==> src/rtl/adc_pack_pkg.sv <==
// Shared helpers for the ADC channel packer: popcount, slot index sizing and mask typedef.
package adc_pack_pkg;

    localparam int MAX_CH     = 8;
    localparam int DEF_NUM_CH = 4;
    localparam int SLOT_IDX_W = $clog2(2 * DEF_NUM_CH);

    typedef logic [MAX_CH-1:0] ch_mask_t;

    function automatic int slot_idx_w(input int num_ch);
        return $clog2(2 * num_ch);
    endfunction

    function automatic logic [3:0] popcount(input ch_mask_t m);
        logic [3:0] c;
        c = 4'd0;
        for (int i = 0; i < MAX_CH; i++) begin
            c = c + {3'd0, m[i]};
        end
        return c;
    endfunction

endpackage

==> src/rtl/adc_pack_compact.sv <==
// Compacts the samples of enabled lanes into the low slots (ascending lane order)
// and reports how many lanes are enabled.
module adc_pack_compact
    import adc_pack_pkg::*;
#(
    parameter int NUM_CH = 4,
    parameter int CH_W   = 16,
    parameter int KW     = $clog2(NUM_CH + 1)
) (
    input  logic [NUM_CH-1:0]      en,
    input  logic [NUM_CH*CH_W-1:0] data,
    output logic [NUM_CH*CH_W-1:0] slots,
    output logic [KW-1:0]          k
);

    ch_mask_t   full_m;
    ch_mask_t   below_m;
    logic [3:0] rank;

    // Each enabled lane lands in the slot equal to the number of enabled lanes below it.
    always_comb begin
        full_m             = '0;
        full_m[NUM_CH-1:0] = en;
        k                  = KW'(popcount(full_m));
        slots              = '0;
        below_m            = '0;
        rank               = 4'd0;
        for (int c = 0; c < NUM_CH; c++) begin
            below_m = '0;
            for (int b = 0; b < c; b++) begin
                below_m[b] = en[b];
            end
            rank = popcount(below_m);
            for (int s = 0; s < NUM_CH; s++) begin
                if (en[c] && (rank == 4'(s))) begin
                    slots[s*CH_W +: CH_W] = data[c*CH_W +: CH_W];
                end else begin
                    slots[s*CH_W +: CH_W] = slots[s*CH_W +: CH_W];
                end
            end
        end
    end

endmodule

==> src/rtl/adc_chan_pack.sv <==
// Packs samples of enabled ADC lanes into dense NUM_CH-slot words for the DMA.
// Optional ADC_PACK_STATUS_EN builds the saturating discarded-partial-word counter.
module adc_chan_pack
    import adc_pack_pkg::*;
#(
    parameter int NUM_CH = 4,
    parameter int CH_W   = 16
) (
    input  logic                   adc_clk,
    input  logic                   adc_rst,
    input  logic [NUM_CH-1:0]      adc_enable,
    input  logic                   adc_valid,
    input  logic [NUM_CH*CH_W-1:0] adc_data,
    output logic                   pack_valid,
    output logic [NUM_CH*CH_W-1:0] pack_data,
    output logic                   pack_sync,
    output logic                   pack_ovf,
    output logic [15:0]            pack_discards
);

    localparam int FW = slot_idx_w(NUM_CH);
    localparam int KW = $clog2(NUM_CH + 1);
    localparam int NS = 2 * NUM_CH;
    localparam int W  = NUM_CH * CH_W;

    logic [NS-1:0][CH_W-1:0] buf_q, buf_d, buf_app_s;
    logic [FW-1:0]           fill_q, fill_d, base_s, total_s;
    logic [NUM_CH-1:0]       mask_q, mask_d;
    logic                    sync_pend_q, sync_pend_d;
    logic                    pack_valid_q, pack_valid_d;
    logic [W-1:0]            pack_data_q, pack_data_d;
    logic                    pack_sync_q, pack_sync_d;
    logic                    pack_ovf_q, pack_ovf_d;
    logic [W-1:0]            comp_s;
    logic [KW-1:0]           k_s;
    logic                    mask_chg_s, emit_s;

    adc_pack_compact #(
        .NUM_CH (NUM_CH),
        .CH_W   (CH_W),
        .KW     (KW)
    ) u_compact (
        .en    (adc_enable),
        .data  (adc_data),
        .slots (comp_s),
        .k     (k_s)
    );

    // Append, emit/shift and mask-change handling.
    always_comb begin
        mask_d     = adc_enable;
        mask_chg_s = (adc_enable != mask_q);
        base_s     = mask_chg_s ? '0 : fill_q;
        total_s    = base_s + FW'(k_s);
        buf_app_s  = buf_q;
        if (adc_valid) begin
            for (int i = 0; i < NS; i++) begin
                for (int j = 0; j < NUM_CH; j++) begin
                    if ((j < int'(k_s)) && ((int'(base_s) + j) == i)) begin
                        buf_app_s[i] = comp_s[j*CH_W +: CH_W];
                    end else begin
                        buf_app_s[i] = buf_app_s[i];
                    end
                end
            end
        end else begin
            buf_app_s = buf_q;
        end

        emit_s = adc_valid && (int'(total_s) >= NUM_CH);
        buf_d  = buf_app_s;
        if (emit_s) begin
            for (int i = 0; i < NUM_CH; i++) begin
                buf_d[i]          = buf_app_s[i+NUM_CH];
                buf_d[i+NUM_CH]   = '0;
            end
            fill_d      = total_s - FW'(NUM_CH);
            pack_data_d = buf_app_s[NUM_CH-1:0];
        end else if (adc_valid) begin
            fill_d      = total_s;
            pack_data_d = pack_data_q;
        end else begin
            fill_d      = base_s;
            pack_data_d = pack_data_q;
        end

        pack_valid_d = emit_s;
        pack_sync_d  = emit_s && (sync_pend_q || mask_chg_s);
        sync_pend_d  = emit_s ? 1'b0 : (sync_pend_q || mask_chg_s);
        // A mask change only counts as a discard when a partial word was pending.
        pack_ovf_d   = mask_chg_s && (fill_q != '0);
    end

    // State and output registers.
    always_ff @(posedge adc_clk) begin
        if (adc_rst) begin
            buf_q        <= '0;
            fill_q       <= '0;
            mask_q       <= '0;
            sync_pend_q  <= 1'b1;
            pack_valid_q <= 1'b0;
            pack_data_q  <= '0;
            pack_sync_q  <= 1'b0;
            pack_ovf_q   <= 1'b0;
        end else begin
            buf_q        <= buf_d;
            fill_q       <= fill_d;
            mask_q       <= mask_d;
            sync_pend_q  <= sync_pend_d;
            pack_valid_q <= pack_valid_d;
            pack_data_q  <= pack_data_d;
            pack_sync_q  <= pack_sync_d;
            pack_ovf_q   <= pack_ovf_d;
        end
    end

    assign pack_valid = pack_valid_q;
    assign pack_data  = pack_data_q;
    assign pack_sync  = pack_sync_q;
    assign pack_ovf   = pack_ovf_q;

`ifdef ADC_PACK_STATUS_EN
    logic [15:0] discards_q, discards_d;

    // Saturating count of discarded partial words.
    always_comb begin
        if (pack_ovf_d && (discards_q != 16'hFFFF)) begin
            discards_d = discards_q + 16'd1;
        end else begin
            discards_d = discards_q;
        end
    end

    // Discard counter register, cleared only by reset.
    always_ff @(posedge adc_clk) begin
        if (adc_rst) begin
            discards_q <= 16'd0;
        end else begin
            discards_q <= discards_d;
        end
    end

    assign pack_discards = discards_q;
`else
    assign pack_discards = 16'd0;
`endif

endmodule
==> config.mk <==
export PLATFORM = sky130hd
export DESIGN_NAME = adc_chan_pack
export DESIGN_NICKNAME = d
export VERILOG_FILES = /design/src/rtl/adc_pack_pkg.sv /design/src/rtl/adc_pack_compact.sv /design/src/rtl/adc_chan_pack.sv
export SDC_FILE = /design/constraint.sdc
export NUM_CORES = 1
export LEC_CHECK = 0
export BUFFER_PORTS_ARGS = -buffer_cell sky130_fd_sc_hd__buf_2
export CORE_ASPECT_RATIO = 0.8
export CORE_UTILIZATION = 35
export DETAILED_ROUTE_END_ITERATION = 10
export SKIP_CTS_REPAIR_TIMING = 1
export SLEW_MARGIN = 20
export SYNTH_ARGS = -nofsm -noshare
export SYNTH_HDL_FRONTEND = slang
export SYNTH_SLANG_ARGS = --single-unit
==> constraint.sdc <==
create_clock -name adc_clk -period 3.6 [get_ports adc_clk]
set_clock_uncertainty 0.05 [all_clocks]
set_input_delay 0.18 -clock adc_clk [delete_from_list [all_inputs] [get_ports adc_clk]]
set_output_delay 0.18 -clock adc_clk [all_outputs]
set_load 0.02 [all_outputs]
Yosys cells after proc, flatten, opt, wreduce, memory -nomap -nowiden
Cells that the tools add are included.
{"block": "totals", "mem_bits_rw": 0, "n_memories": 0, "register_bits": 203, "elab_cells": 167, "latchBits": 0, "inputBits": 71, "romBits": 0}
{"block": "classes", "reduce_logical": 55, "n_lt_le_gt_ge": 5, "n_eq_ne": 35, "n_bitwise": 0, "shift": 0, "n_mux": 49, "n_addsub": 8, "n_mul": 0, "n_div": 0}
{"cell": "16-bit two-way mux", "count": 43}
{"cell": "32-bit by 4-bit equality test with 1-bit output (second input constant)", "count": 9}
{"cell": "32-bit by 3-bit equality test with 1-bit output (second input constant)", "count": 6}
{"cell": "32-bit logical NOT", "count": 4}
{"cell": "128-bit two-way mux", "count": 1}
{"cell": "32-bit by 2-bit equality test with 1-bit output (second input constant)", "count": 3}
{"cell": "64-bit two-way mux", "count": 1}
{"cell": "1-bit logical AND", "count": 45}
{"cell": "4-bit by 2-bit equality test with 1-bit output (second input constant)", "count": 4}
{"cell": "3-bit equality test (second input constant)", "count": 4}
{"cell": "4-bit by 3-bit equality test with 1-bit output (second input constant)", "count": 3}
{"cell": "4-bit logical NOT", "count": 3}
{"cell": "3-bit two-way mux", "count": 3}
{"cell": "3-bit by 2-bit adder with 4-bit output (second input constant)", "count": 2}
{"cell": "4-bit by 1-bit equality test with 1-bit output (second input constant)", "count": 2}
{"cell": "3-bit by 2-bit equality test with 1-bit output (second input constant)", "count": 2}
{"cell": "1-bit by 3-bit less-than comparator with 1-bit output (first input constant)", "count": 2}
{"cell": "2-bit by 3-bit less-than comparator with 1-bit output (first input constant)", "count": 2}
{"cell": "3-bit by 1-bit adder with 4-bit output (second input constant)", "count": 1}
{"cell": "4-bit inequality test", "count": 1}
{"cell": "2-bit by 1-bit adder with 3-bit output", "count": 1}
{"cell": "3-bit by 1-bit adder with 3-bit output", "count": 1}
{"cell": "3-bit adder", "count": 1}
{"cell": "3-bit by 1-bit equality test with 1-bit output (second input constant)", "count": 1}
{"cell": "7 further kinds", "count": 7}

Logic depth before layout (Yosys ltp)
{"block": "depth", "word_depth": 11, "depth_mapped": 18}

Modules after synthesis
From an unflattened synthesis, not the netlist that was laid out.
{"block": "hier_totals", "hier_cells": 2029, "hier_area_um2": 14888.0}
{"mod": "adc_chan_pack", "area_per_inst_um2": 13340.3, "n_inst": 1, "cells_per_inst": 1749, "seq_area_each_um2": 4063.9}
{"mod": "adc_pack_compact", "area_per_inst_um2": 1547.7, "n_inst": 1, "cells_per_inst": 280, "seq_area_each_um2": 0.0}

Worst setup path before layout
OpenSTA, ideal clock, no wires.
{"block": "synth_timing", "path_type": "in2reg", "start": "input port adc_enable[0]", "end": "register buf_q[115] (netlist bit)", "slack_ns": -0.288, "path_stages": 16, "path_buffers": 5, "arrival_ns": 3.721, "path_cell_list": "buf_6 > clkbuf_1 > inv_1 > ha_1 > ha_1 > inv_1 > fa_1 > fa_1 > xor2_1 > and3_1 > or3_1 > clkbuf_1 > nand2_1 > clkbuf_1 > buf_2 > nor2_1"}
{"block": "synth_between", "elab_chain_cells": 10, "elab_cells_between_ends": 59, "classes_between": "add/sub: 7; order compare: 5; eq/ne: 11; mux: 17; reduce/logical: 19"}
{"item": "start: declaration", "line": "adc_chan_pack.sv:11", "text": "input logic [NUM_CH-1:0] adc_enable,"}
{"item": "1-bit by 1-bit adder with 2-bit output / 4-bit logical NOT (equally long branches)", "line": "adc_pack_pkg.sv:18, adc_pack_compact.sv:35"}
{"item": "2-bit by 1-bit adder with 3-bit output, or another cell as far along", "line": "adc_pack_pkg.sv:18", "text": "c = c + {3'd0, m[i]};"}
{"item": "3-bit by 1-bit adder with 3-bit output, or another cell as far along", "line": "adc_pack_pkg.sv:18"}
{"item": "1-bit by 3-bit less-than comparator with 1-bit output, or another cell as far along", "line": "adc_chan_pack.sv:59", "text": "if ((j < int'(k_s)) && ((int'(base_s) + j) == i)) begin"}
{"item": "1-bit logical AND / 16-bit two-way mux (equally long branches)", "line": "adc_chan_pack.sv:59, adc_pack_compact.sv:35"}
{"item": "16-bit two-way mux (4 in series)", "line": "adc_chan_pack.sv:59"}
{"item": "128-bit two-way mux", "line": "adc_chan_pack.sv:56", "text": "if (adc_valid) begin"}
{"item": "end signal: assignment", "line": "adc_chan_pack.sv:106", "text": "buf_q <= buf_d;"}
{"item": "end: declaration", "line": "adc_chan_pack.sv:26", "text": "logic [NS-1:0][CH_W-1:0] buf_q, buf_d, buf_app_s;"}
Parallel ways exist; a longest one is shown, timed or not.
A chain may end at the register's enable or synchronous reset.

Worst setup path in the final report
{"block": "layout_timing", "start": "register mask_q[0]", "end": "register buf_q[5] (netlist bit)"}
{"block": "layout_between", "elab_chain_cells": 10, "elab_cells_between_ends": 34, "classes_between": "add/sub: 4; order compare: 1; eq/ne: 5; mux: 11; reduce/logical: 13"}
{"item": "start: declaration", "line": "adc_chan_pack.sv:28", "text": "logic [NUM_CH-1:0] mask_q, mask_d;"}
{"item": "start signal: assignment", "line": "adc_chan_pack.sv:108", "text": "mask_q <= mask_d;"}
{"item": "4-bit inequality test (*)", "line": "adc_chan_pack.sv:52", "text": "mask_chg_s = (adc_enable != mask_q);"}
{"item": "3-bit two-way mux (*)", "line": "adc_chan_pack.sv:53", "text": "base_s = mask_chg_s ? '0 : fill_q;"}
{"item": "3-bit by 1-bit adder with 4-bit output, or another cell as far along", "line": "adc_chan_pack.sv:59"}
{"item": "32-bit by 4-bit equality test with 1-bit output, or another cell as far along", "line": "adc_chan_pack.sv:59"}
{"item": "1-bit logical AND / 16-bit two-way mux (equally long branches)", "line": "adc_chan_pack.sv:59"}
{"item": "16-bit two-way mux (3 in series)", "line": "adc_chan_pack.sv:59"}
{"item": "128-bit two-way mux", "line": "adc_chan_pack.sv:56"}
{"item": "64-bit two-way mux (*)", "line": "adc_chan_pack.sv:72", "text": "if (emit_s) begin"}
Every way passes the cells marked *; elsewhere a longest branch is shown, timed or not.

==> results by group <==
Status
  • Status: completed

Final layout
  • P&R area growth vs syn: 35.8%
  • Fillers: 4,164
  • Post-route insts no fill: 2,934
  • Share of cells above drive strength 1: 25.8%
  • Antenna fix cells: 0
  • Final net count: 2,455

Detailed routing
  • DR iter-0 viols: 2,524
  • Via/cell ratio: just over 6
  • ANT nets after route: 0
  • Total Wirelength: 82,100 um
  • Routed wire length per instance: 28.0 um
  • DRT Pass-1 Iters: 8
  • Via count: approximately 18,000
  • DRC viols: 0

Timing
  • Period minus WS final: 3.42 ns
  • Slew @ Worst Pin: 0.866 ns
  • Count of final hold-check violations: 0
  • Max Fclk: 0.293 GHz
  • Final setup viols: 0
  • Slew headroom: 42.3%
  • Final Cycle Share: 95.0%
  • RSZ-0062 raised after global routing: no
  • Final Max Slew Viols: 0
  • Setup TNS: 0 ns

Floorplan
  • Die Height: between 150 and 200 um
  • Row cnt: between 60 and 70
  • IO Pins: 154
  • Die ar.: 0.0421 sq mm
  • Die W: 229 um
  • Starting Density: 35.5%
  • Core ar.: 0.0406 sq mm

Synthesis
  • Post-synth EDFFs: 0
  • Share of synthesized flip-flops with an asynchronous set or reset: 0%
  • Synth top area share: about 28%
  • YS warnings: 0
  • Dominant synthesized flop cell: dfxtp_1
  • Synthesized area: approximately 0.014 sq mm
  • Synth area leader: dfxtp_1
  • Post-synthesis sequential area ratio: 28.2%
  • #FFs+latches synth: 203
  • Mapped Cells: between 1,500 and 2,000
  • Synth area leaders: dfxtp_1, nand2_1, mux2i_1, a21oi_1, o21ai_0
  • Synth cell types: between 70 and 80
  • Avg Inst Size Synth: 7.25 sq um

Worst setup path
  • Crit path from: mask_q[0]
  • CP Capture Point: buf_q[5]
  • Worst path required time: 3.96 ns
  • R2r setup slk: 0.18 ns
  • Cell with the largest stage delay on the worst path: a211oi_1
  • Critical Path AT: 3.77 ns
  • Critical Path, Cell by Cell: xor2_1, nor4_2, buf_4, nand2_1, inv_1, ha_1, or2_2, or4_1, o21ai_1, a211oi_1, a211oi_1, o221ai_1
  • CP most frequent cell: a211oi_1
  • Critical path class: reg -> reg
  • Crit path capture type: flop
  • Worst-case reg-to-reg path depth: 12
  • CP peak stage delay: 0.58 ns
  • Crit path max fanout: 5
  • FF-to-FF End: buf_q[5]
  • Reg2reg start: mask_q[0]
  • Worst Setup Start Kind: flop

Clock network
  • Clock-pin slew on the worst setup and hold paths: 0.07 ns
  • CTS root buf: clkbuf_16
  • Clk Latency, worst-skew pair: 0.58 ns
  • # H-tree levels: 1
  • Sink Count: 203
  • CTS tree: done
  • Max Root-Sink Buffers: 3
  • Clock buffer count from CTS: 25

Placed design
  • Placed insts: 2,886
  • # port buffers: 137
  • Post-DP HPWL: 62,900 um
  • RePlAce Congestion: 1.11

Power and ir drop
  • Peak supply drop: ~0.27 mV
  • PD cells: ~380 mW/mm^2
  • Leakage: 7.90 nW

GRT
  • Vias in the first global route: 16,500
  • Initial antenna violation count: 6
  • GRT Total Usage: 37.9%
  • Largest net degree at the start of global routing: 55
  • First-pass GRT wire length: 116,000 um
  • Total gr overflow: 0

Hold path
  • Worst hold start: adc_valid
  • Hold Path Depth: 3
  • Hold WC Path Type: in -> reg

Run
  • Max Cap Viol: 0
layout by cell type (no fill, tap or decap), drive strengths merged, types with 5 or more instances in the layout:
cell	synthesis	routed
xor2	5	5
o211ai	60	60
nor3	17	17
nand2b	5	5
a22oi	88	88
nand4	8	8
clkbuf	136	32
a211oi	54	54
a21oi	149	149
o21ai	181	181
o211a	5	5
nand3b	17	17
and3	23	23
or3	9	9
a311oi	5	5
a222oi	6	6
mux2i	79	79
o22ai	13	13
nor2	133	133
o221ai	58	58
conb	1	16
and2	18	18
a31oi	23	23
buf	61	533
ha	10	10
nand3	48	48
inv	33	36
a221oi	29	29
nand2	376	376
a211o	35	35
and3b	16	16
o21a	36	36
dfxtp	203	203
nor4	7	7
through the flow:
| step | hold WS [ns] | power (mW) | instance area, sq um | setup WS [ns] | util [%] |
|---|---|---|---|---|---|
| after floorplan | 0.258 | 3.36 | 14500 | 0.0360 | - |
| after global placement | 0.383 | 4.59 | 18700 | -0.244 | 46.0 |
| after detailed placement | 0.391 | 4.61 | 18700 | -0.278 | 46.0 |
| after CTS | -0.0945 | 7.39 | 19600 | 0.129 | 48.2 |
| after global routing | 0.0934 | 7.64 | 19600 | 0.0314 | 48.2 |
| final | 0.0956 | 7.47 | 19600 | 0.182 | 48.2 |
sequential cells by signal, summed over array words and instances (netlist names):
signal / count
buf_q: 128
pack_data: 64
mask_q: 4
fill_q: 3
pack_ovf: 1
pack_sync: 1
pack_valid: 1
sync_pend_q: 1
worst min-delay path by stage:
stage                    end  slack (ns)
3_5_place_dp       buf_q[80]        0.39
2_1_floorplan      mask_q[3]        0.26
4_1_cts            mask_q[3]       -0.09
6_report           buf_q[90]         0.1
5_1_grt            buf_q[90]        0.09
3_3_place_gp   pack_data[47]        0.38
report_power, final:
| part | leakage (nW) | internal [mW] | switching, mW |
|---|---|---|---|
| Sequential | 1.65 | 2.34 | 0.0488 |
| Combinational | 5.83 | 0.828 | 1.43 |
| Clock | 0.427 | 1.65 | 1.17 |
layer usage:
metal,up-vias,GRT usage [%],share of wire [%]
li1,8119,-,-
met1,8738,51.6,43
met2,1069,57.4,42
met3,213,8.98,11
met4,8,14.9,4.5
met5,-,0,0.071
synth_stat cells, types with 6 or more instances:
library cell / instances
buf_2: 22
a221oi_1: 29
o22ai_1: 13
ha_1: 10
inv_1: 32
a211oi_1: 54
a21oi_1: 149
o21ai_0: 143
nand3_1: 48
a22oi_1: 88
a222oi_1: 6
dfxtp_1: 203
o21ai_1: 37
and3b_1: 16
a211o_1: 35
and2_1: 16
buf_6: 9
nor3_1: 8
a31oi_1: 23
mux2i_1: 79
nor2_1: 132
buf_1: 10
o221ai_1: 57
nand3b_1: 17
and3_1: 23
clkbuf_1: 135
o211ai_1: 58
o21a_1: 36
nand2_1: 376
nor3_2: 8
or3_1: 9
nand4_1: 8
buf_4: 20
cells by family after synthesis:
group / count (synthesis) / share of synthesized area (%)
other: 1 / 0.0260
buffers and inverters: 230 / 7.17
adders and majority gates: 13 / 1.28
muxes: 81 / 5.63
xor gates and xnor gates: 6 / 0.364
DFF: 203 / 28.2
AOI/OAI and AO/OA: 764 / 35.3
and+or+nand+nor: 693 / 22.1
critical path, delay by kind of cell, from the launching register on:
kind,cells,cell delay [ns]
and+or+nand+nor,4,1.08
AOI/OAI and AO/OA,4,1.06
DFF,1,0.33
xor gates and xnor gates,1,0.24
buffers and inverters,2,0.24
adders and majority gates,1,0.23
layout make-up:
class	count	area (sq um)	share of cell area [%]
Clock buffer	32	692	3.53
Clock inverter	14	193	0.983
Inverter	33	124	0.632
Multi-Input combinational cell	1573	9480	48.4
Sequential cell	203	4060	20.7
Tap cell	544	681	3.47
Timing Repair Buffer	535	4370	22.3
Power figures use the tool's default switching activity.
